## config.mk

```make
export PLATFORM = sky130hd
export DESIGN_NAME = pp_axis_to_mat
export DESIGN_NICKNAME = d
export VERILOG_FILES = /design/src/rtl/pp_axis_to_mat.sv
export SDC_FILE = /design/constraint.sdc
export NUM_CORES = 1
export LEC_CHECK = 0
export ABC_AREA = 1
export CORE_MARGIN = 3
export CORE_UTILIZATION = 55
export CTS_CLUSTER_DIAMETER = 60
export DETAILED_ROUTE_END_ITERATION = 16
export PLACE_DENSITY = 0.81
export RECOVER_POWER = 50
export SLEW_MARGIN = 20
export SYNTH_ARGS = -nofsm -noshare
export SYNTH_HDL_FRONTEND = slang
export SYNTH_SLANG_ARGS = --single-unit
```

## constraint.sdc

```tcl
create_clock -name ap_clk -period 3.3 [get_ports ap_clk]
set_clock_uncertainty 0.15 [all_clocks]
set_input_delay 0.66 -clock ap_clk [delete_from_list [all_inputs] [get_ports ap_clk]]
set_output_delay 0.66 -clock ap_clk [all_outputs]
set_load 0.03 [all_outputs]
```

## src/rtl/pp_axis_to_mat.sv

```systemverilog
// Pops one (rows, cols) pair, then moves exactly rows*cols AXI4-Stream pixels
// into the image FIFO under an ap_ctrl_chain block handshake.
module pp_axis_to_mat #(
  parameter int DATA_W = 24,
  parameter int ROWS_W = 16,
  parameter int COLS_W = 32
) (
  input  logic              ap_clk,
  input  logic              ap_rst_n,
  input  logic              ap_start,
  output logic              ap_done,
  input  logic              ap_continue,
  output logic              ap_idle,
  output logic              ap_ready,
  input  logic [ROWS_W-1:0] rows_dout,
  input  logic              rows_empty_n,
  output logic              rows_read,
  input  logic [COLS_W-1:0] cols_dout,
  input  logic              cols_empty_n,
  output logic              cols_read,
  input  logic [DATA_W-1:0] s_axis_tdata,
  input  logic              s_axis_tvalid,
  output logic              s_axis_tready,
  input  logic              s_axis_tlast,
  output logic [DATA_W-1:0] img_din,
  input  logic              img_full_n,
  output logic              img_write,
  output logic              tlast_err
);

  typedef enum logic [1:0] {IDLE, STREAM, DONE} state_t;

  state_t            state_q, state_d;
  logic [ROWS_W-1:0] rows_q, rows_d, row_q, row_d;
  logic [COLS_W-1:0] cols_q, cols_d, col_q, col_d;
  logic              tlast_err_q, tlast_err_d;
  logic              last_col, last_row, beat;

  assign img_din   = s_axis_tdata;
  assign tlast_err = tlast_err_q;

  // Zero dimensions never reach STREAM, so the minus-one compares cannot wrap.
  assign last_col = (col_q == cols_q - COLS_W'(1));
  assign last_row = (row_q == rows_q - ROWS_W'(1));

  always_comb begin
    state_d       = state_q;
    rows_d        = rows_q;
    cols_d        = cols_q;
    row_d         = row_q;
    col_d         = col_q;
    tlast_err_d   = tlast_err_q;
    ap_done       = 1'b0;
    ap_idle       = 1'b0;
    ap_ready      = 1'b0;
    rows_read     = 1'b0;
    cols_read     = 1'b0;
    s_axis_tready = 1'b0;
    img_write     = 1'b0;
    beat          = 1'b0;
    case (state_q)
      IDLE: begin
        ap_idle = ~ap_start;
        // The pop is masked while reset is held so no FIFO is drained mid-reset.
        if (ap_rst_n && ap_start && rows_empty_n && cols_empty_n) begin
          rows_read = 1'b1;
          cols_read = 1'b1;
          ap_ready  = 1'b1;
          rows_d    = rows_dout;
          cols_d    = cols_dout;
          row_d     = '0;
          col_d     = '0;
          state_d   = (rows_dout == '0 || cols_dout == '0) ? DONE : STREAM;
        end
      end
      STREAM: begin
        s_axis_tready = img_full_n;
        beat          = s_axis_tvalid && img_full_n;
        img_write     = beat;
        if (beat) begin
          if (s_axis_tlast != last_col)
            tlast_err_d = 1'b1;
          if (last_col) begin
            col_d = '0;
            if (last_row)
              state_d = DONE;
            else
              row_d = row_q + ROWS_W'(1);
          end else begin
            col_d = col_q + COLS_W'(1);
          end
        end
      end
      DONE: begin
        ap_done = 1'b1;
        if (ap_continue)
          state_d = IDLE;
      end
      default: state_d = IDLE;
    endcase
  end

  always_ff @(posedge ap_clk or negedge ap_rst_n) begin
    if (!ap_rst_n) begin
      state_q     <= IDLE;
      rows_q      <= '0;
      cols_q      <= '0;
      row_q       <= '0;
      col_q       <= '0;
      tlast_err_q <= 1'b0;
    end else begin
      state_q     <= state_d;
      rows_q      <= rows_d;
      cols_q      <= cols_d;
      row_q       <= row_d;
      col_q       <= col_d;
      tlast_err_q <= tlast_err_d;
    end
  end

endmodule

```

## Word level (Yosys, flattened, before mapping)

Cells that the tools add are included.

- Bits in registers: 99
- Input bits: 81
- Output and inout bits: 32
- Word-level logic and storage cells: 58

- Add/subtract/negate cells: 4
- Equality and inequality tests: 11
- Mux-type cells: 22
- Bitwise gates (word level): 1
- Reductions and logical operators: 14

Operators with widths:

| operator | number |
|---|---|
| $mux 32 | 3 |
| $mux 16 | 4 |
| $pmux 32 s2 | 1 |
| $add 32x1->32 const B | 1 |
| $eq 32x32->1 | 1 |
| $logic_not 32->1 | 1 |
| $pmux 16 s2 | 1 |
| $sub 32x1->32 const B | 1 |
| $add 16x1->16 const B | 1 |
| $eq 16x16->1 | 1 |
| $logic_not 16->1 | 1 |
| $sub 16x1->16 const B | 1 |
| $mux 2 | 6 |
| $ne 2x2->1 const B | 6 |
| $reduce_and 5->1 | 2 |
| $mux 1 | 6 |
| $pmux 2 s3 | 1 |
| $reduce_and 3->1 | 2 |
| $logic_and 1x1->1 | 4 |
| $eq 2x1->1 const B | 1 |
| $eq 2x2->1 const B | 1 |
| $logic_not 2->1 | 1 |
| $reduce_and 2->1 | 1 |
| $reduce_bool 2->1 | 1 |
| other kinds (3) | 3 |

## Logic depth before layout (Yosys ltp)

Gate-level depths: netlist of the first run.

- Depth after elaboration: 6
- Depth in mapped cells: 18
- Mapped depth without buffers: 17

## Least setup slack after synthesis of the first run

Ideal clock, no wire load.

- Path type: input-to-output
- Start: in ap_start
- End: out cols_read
- Arrival time: 2141 ps
- Data required time: 2490 ps
- Setup slack: 349 ps
- Stages on the path: 7
- Path buffers: 3
- Cells stage by stage: nand2_1 -> nor2_1 -> nand2_1 -> inv_1 -> clkbuf_1 -> clkbuf_1 -> buf_4

- Word-level cells in the longest chain between the ends: 5

RTL lines:

| element | line | text |
|---|---|---|
| from (decl) | 10 | `input logic ap_start,` |
| $logic_and 1x1->1 (3 in series) | 65 | `if (ap_rst_n && ap_start && rows_empty_n && cols_empty_n) begin` |
| $mux 1 (2 in series) | - |  |
| to (decl) | 20 | `output logic cols_read,` |

Every way passes these cells.

## Final worst setup path of the first run

- Start: reg state_q[0]
- End: out img_write

- Word-level cells in the longest chain between the ends: 2

RTL lines:

| element | line | text |
|---|---|---|
| from (decl) | 33 | `state_t state_q, state_d;` |
| from (signal assigned) | 112 | `state_q <= state_d;` |
| $eq 2x1->1 | 61 | `case (state_q)` |
| $mux 1 | 61 |  |
| to (decl) | 27 | `output logic img_write,` |

Every way passes these cells.

==> results of run 1 <==
## final cells by class
type / instances / share of cell area
Multi-Input combinational cell: 833 / 0.5020
Sequential cell: 99 / 0.3005
Timing Repair Buffer: 70 / 0.08422
Inverter: 111 / 0.05053
Clock buffer: 11 / 0.02944
Tap cell: 172 / 0.02610
Clock inverter: 5 / 0.007284
## per-stage QoR
| step | hold WS, ns | worst slack (ns) |
|---|---|---|
| 2_1_floorplan | 0.2144 | 0.3491 |
| 3_3_place_gp | 0.3054 | 0.3404 |
| 3_5_place_dp | 0.3097 | 0.3109 |
| 4_1_cts | 0.2993 | 0.2016 |
| 5_1_grt | 0.3867 | 0.08719 |
| 6_report | 0.3212 | 0.1843 |
## cell usage in the layout (no fill, tap or decap), drive strengths merged, types with 14 or more instances in the layout
cell           synthesis  routed
nor4                  14      14
nand3                 77      77
nor3                  18      18
clkdlybuf4s50          0      60
nor2                 149     149
o21ai                 34      34
a21oi                 26      26
nand2                372     372
inv                  109     110
dfrtp                 99      99
xor2                  57      57
xnor2                 25      25
nand4                 28      28
## power by group through the flow
stage	sequential, mW	clock, mW	combinational (mW)
3_3_place_gp	2.07	0	2.79
6_report	2.06	1.08	2.90
4_1_cts	2.06	1.11	2.86
2_1_floorplan	1.92	0	2.35
3_5_place_dp	2.08	0	2.84
5_1_grt	2.11	1.16	3.28
## routing by layer
metal	part of all wire	wire (um)	track usage	up-vias
met5	0	0	0	-
met4	0.041	777	0.1134	0
met3	0.054	1020	0.05339	49
met2	0.49	9291	0.4530	208
met1	0.42	7932	0.3265	3166
li1	-	-	-	3496
## flip-flops by register name, indices dropped and copies added (netlist names)
register / flops
state_q: 2
col_q: 32
tlast_err: 1
rows_q: 16
row_q: 16
cols_q: 32
## worst min-delay path: stages (launching register included)
cell and delay [ns]:
sky130_fd_sc_hd__dfrtp_1 0.35, sky130_fd_sc_hd__inv_1 0.04, sky130_fd_sc_hd__nand2_1 0.05
## final timing paths
kind / slack (ns) / end / cells after the start
min in group asynchronous: 1.12 / col_q[15] / 2
max in group asynchronous: 0.53 / cols_q[20] / 2
min: 0.32 / tlast_err / 2
max reg2reg: 0.28 / row_q[12] / 17
min reg2reg: 0.32 / tlast_err / 2
max: 0.18 / img_write / 5
## cell families after synthesis
family	synth area share
and+or+nand+nor	0.3995
buffers and inverters	0.1040
DFF	0.3358
xor gates and xnor gates	0.09734
AOI/OAI and AO/OA	0.05664
adders and majority gates	0.006783
==> qor.json, run 1 <==
{
  "maximum_number_of_pins_on_one_net_before_global_route_repair": 100,
  "fin_cells": 1301,
  "dieArea_um2": 14840,
  "critical-path-slowest-cell": "sky130_fd_sc_hd__clkdlybuf4s50_1",
  "synth_area_per_cell_um2": 6.720,
  "post_route_cells_drive_above_1_share": 0.06466,
  "crit_arrival_ns": 2.31,
  "timing.final.hold_violations": 0,
  "wl_mm": 19.02,
  "std_cell_rows": 41,
  "pwr_density_cell_nw_per_um2": 732.4,
  "place.detailed.hpwl_mm": 14.34,
  "synth.most_common_cell": "sky130_fd_sc_hd__nand2_1",
  "total_placed_instance_area_um2": 7956,
  "postLayoutCellArea_um2": 8245,
  "clock_power_share": 0.179,
  "timing.critical_path.mode_cell": "sky130_fd_sc_hd__inv_2",
  "post_synthesis_instance_area_um2": 7378,
  "synthCells": 1098,
  "placed_cells": 1285,
  "p_int_mw": 3.218,
  "irDropWorstVdd_mv": 0.4329,
  "synth.top_cells.by_count": "sky130_fd_sc_hd__nand2_1, sky130_fd_sc_hd__nor2_1, sky130_fd_sc_hd__inv_1, sky130_fd_sc_hd__dfrtp_1, sky130_fd_sc_hd__nand3_1",
  "synth_fp_nets": 1183,
  "yosysUniqueCellTypes": 39,
  "floorplan.initialDensity": 0.5730,
  "synth_top_area_cell": "sky130_fd_sc_hd__dfrtp_1",
  "synth_seq_area_share": 0.3358,
  "post-route-drc-count": 0,
  "avgViaCountPerCell": 5.318,
  "multi_input_area_um2": 4139,
  "setup_tns_ns": 0,
  "grt.total_usage": 0.2653,
  "synth-edff-count": 0,
  "num_antenna_cells": 0,
  "wire_length_of_the_first_global_routing_pass_mm": 31.12,
  "share_seq_of_total_power": 0.341,
  "final-setup-viol-count": 0,
  "ffs_w_async_s_r_synth": 1.000,
  "worst-path-max-fanout": 20,
  "grt-ovfl-total": 0,
  "cts-buffers-inserted": 9,
  "die_width_um": 121.8,
  "first_iter_violations": 592,
  "worst_setup_path_startpoint": "state_q[0]",
  "minimum_clock_period_after_layout_ns": 3.116,
  "yosys_most_used_dff": "sky130_fd_sc_hd__dfrtp_1",
  "sink_count": 99,
  "tightestPinTransition_ns": 2.231,
  "yosys_warnings": 0,
  "design.portCount": 113,
  "floorplan.core_area_um2": 12880,
  "timing.critical_path.max_delay_family": "buffers and inverters",
  "cts.repair.resized": 0,
  "violations": "max-capacitance violations, max-slew violations",
  "post_cts_setup_driven_buffer_insertion_count": 0,
  "fp.dieH_um": 121.8,
  "rd_place_congestion": 0.9778,
  "timing.max_cap.violations": 1,
  "insertion_delay_ns": 0.36,
  "cts_buffer_depth": 2,
  "critPathRequiredTime_ns": 2.49,
  "initial_antenna_violation_count": 1,
  "critPathCaptureType": "output port",
  "nets": 1209,
  "power.leakage_nw": 3.917,
  "cpPeakStageDelay_ns": 0.72,
  "final_report_max_slew_violation_count": 100,
  "synth.top_cells.by_area": "sky130_fd_sc_hd__dfrtp_1, sky130_fd_sc_hd__nand2_1, sky130_fd_sc_hd__xor2_1",
  "routed-via-count": 6919,
  "max_slew_margin": -0.4875,
  "postRouteAntennaNets": 0,
  "number_of_buffers_added_to_fix_hold_violations_after_cts": 0,
  "layout_worst_path_cycle_share": 0.9441,
  "holdCritPathClass": "reg -> reg",
  "fmaxAchievable_ghz": 0.3210,
  "yosysTopAreaCellShare": 0.3358,
  "holdCritStartpoint": "tlast_err",
  "crit_path_start_kind": "register",
  "result_of_the_run": "finished, violations left",
  "netSwitchingPower_mw": 2.821,
  "rr_startpoint": "cols_q[0]",
  "share_comb_of_total_power": 0.479,
  "clk_pin_slew_worst_paths_ns": 0.07,
  "cts_max_level": 3,
  "path_cells": "inv_2, nor2_4, inv_2, nor2_2, clkdlybuf4s50_1",
  "rsz0062_at_grt": "false",
  "final_core_util": 0.6404,
  "sum_of_internal_switching_and_leakage_power_mw": 6.039,
  "drt_pass1_iterations": 5,
  "flow.area_growth_from_synthesis_pct": 11.75,
  "synth_seq_cells": 99,
  "n_fill_cell": 1121,
  "placement.io_buffers": 64,
  "wire_per_inst_um": 14.62,
  "switching_share": 0.4671,
  "timing.setup.critical_path_class": "reg -> out",
  "timing.critical_path.buf_inv": 3,
  "seqCellArea_um2": 2477,
  "number_of_global_route_vias_before_repair": 6479,
  "cts_tree": "done",
  "clk_root_buf": "sky130_fd_sc_hd__clkbuf_16"
}
(Power assumes the default switching activity.)
==> run 2: changes to the inputs <==
--- a/config.mk
+++ b/config.mk
@@ -6,6 +6,7 @@
 export NUM_CORES = 1
 export LEC_CHECK = 0
 export ABC_AREA = 1
+export CAP_MARGIN = 20
 export CORE_MARGIN = 3
 export CORE_UTILIZATION = 55
 export CTS_CLUSTER_DIAMETER = 60
==> results of run 2 <==
The final DEF is identical to that of run 1; final timing and power are the same.
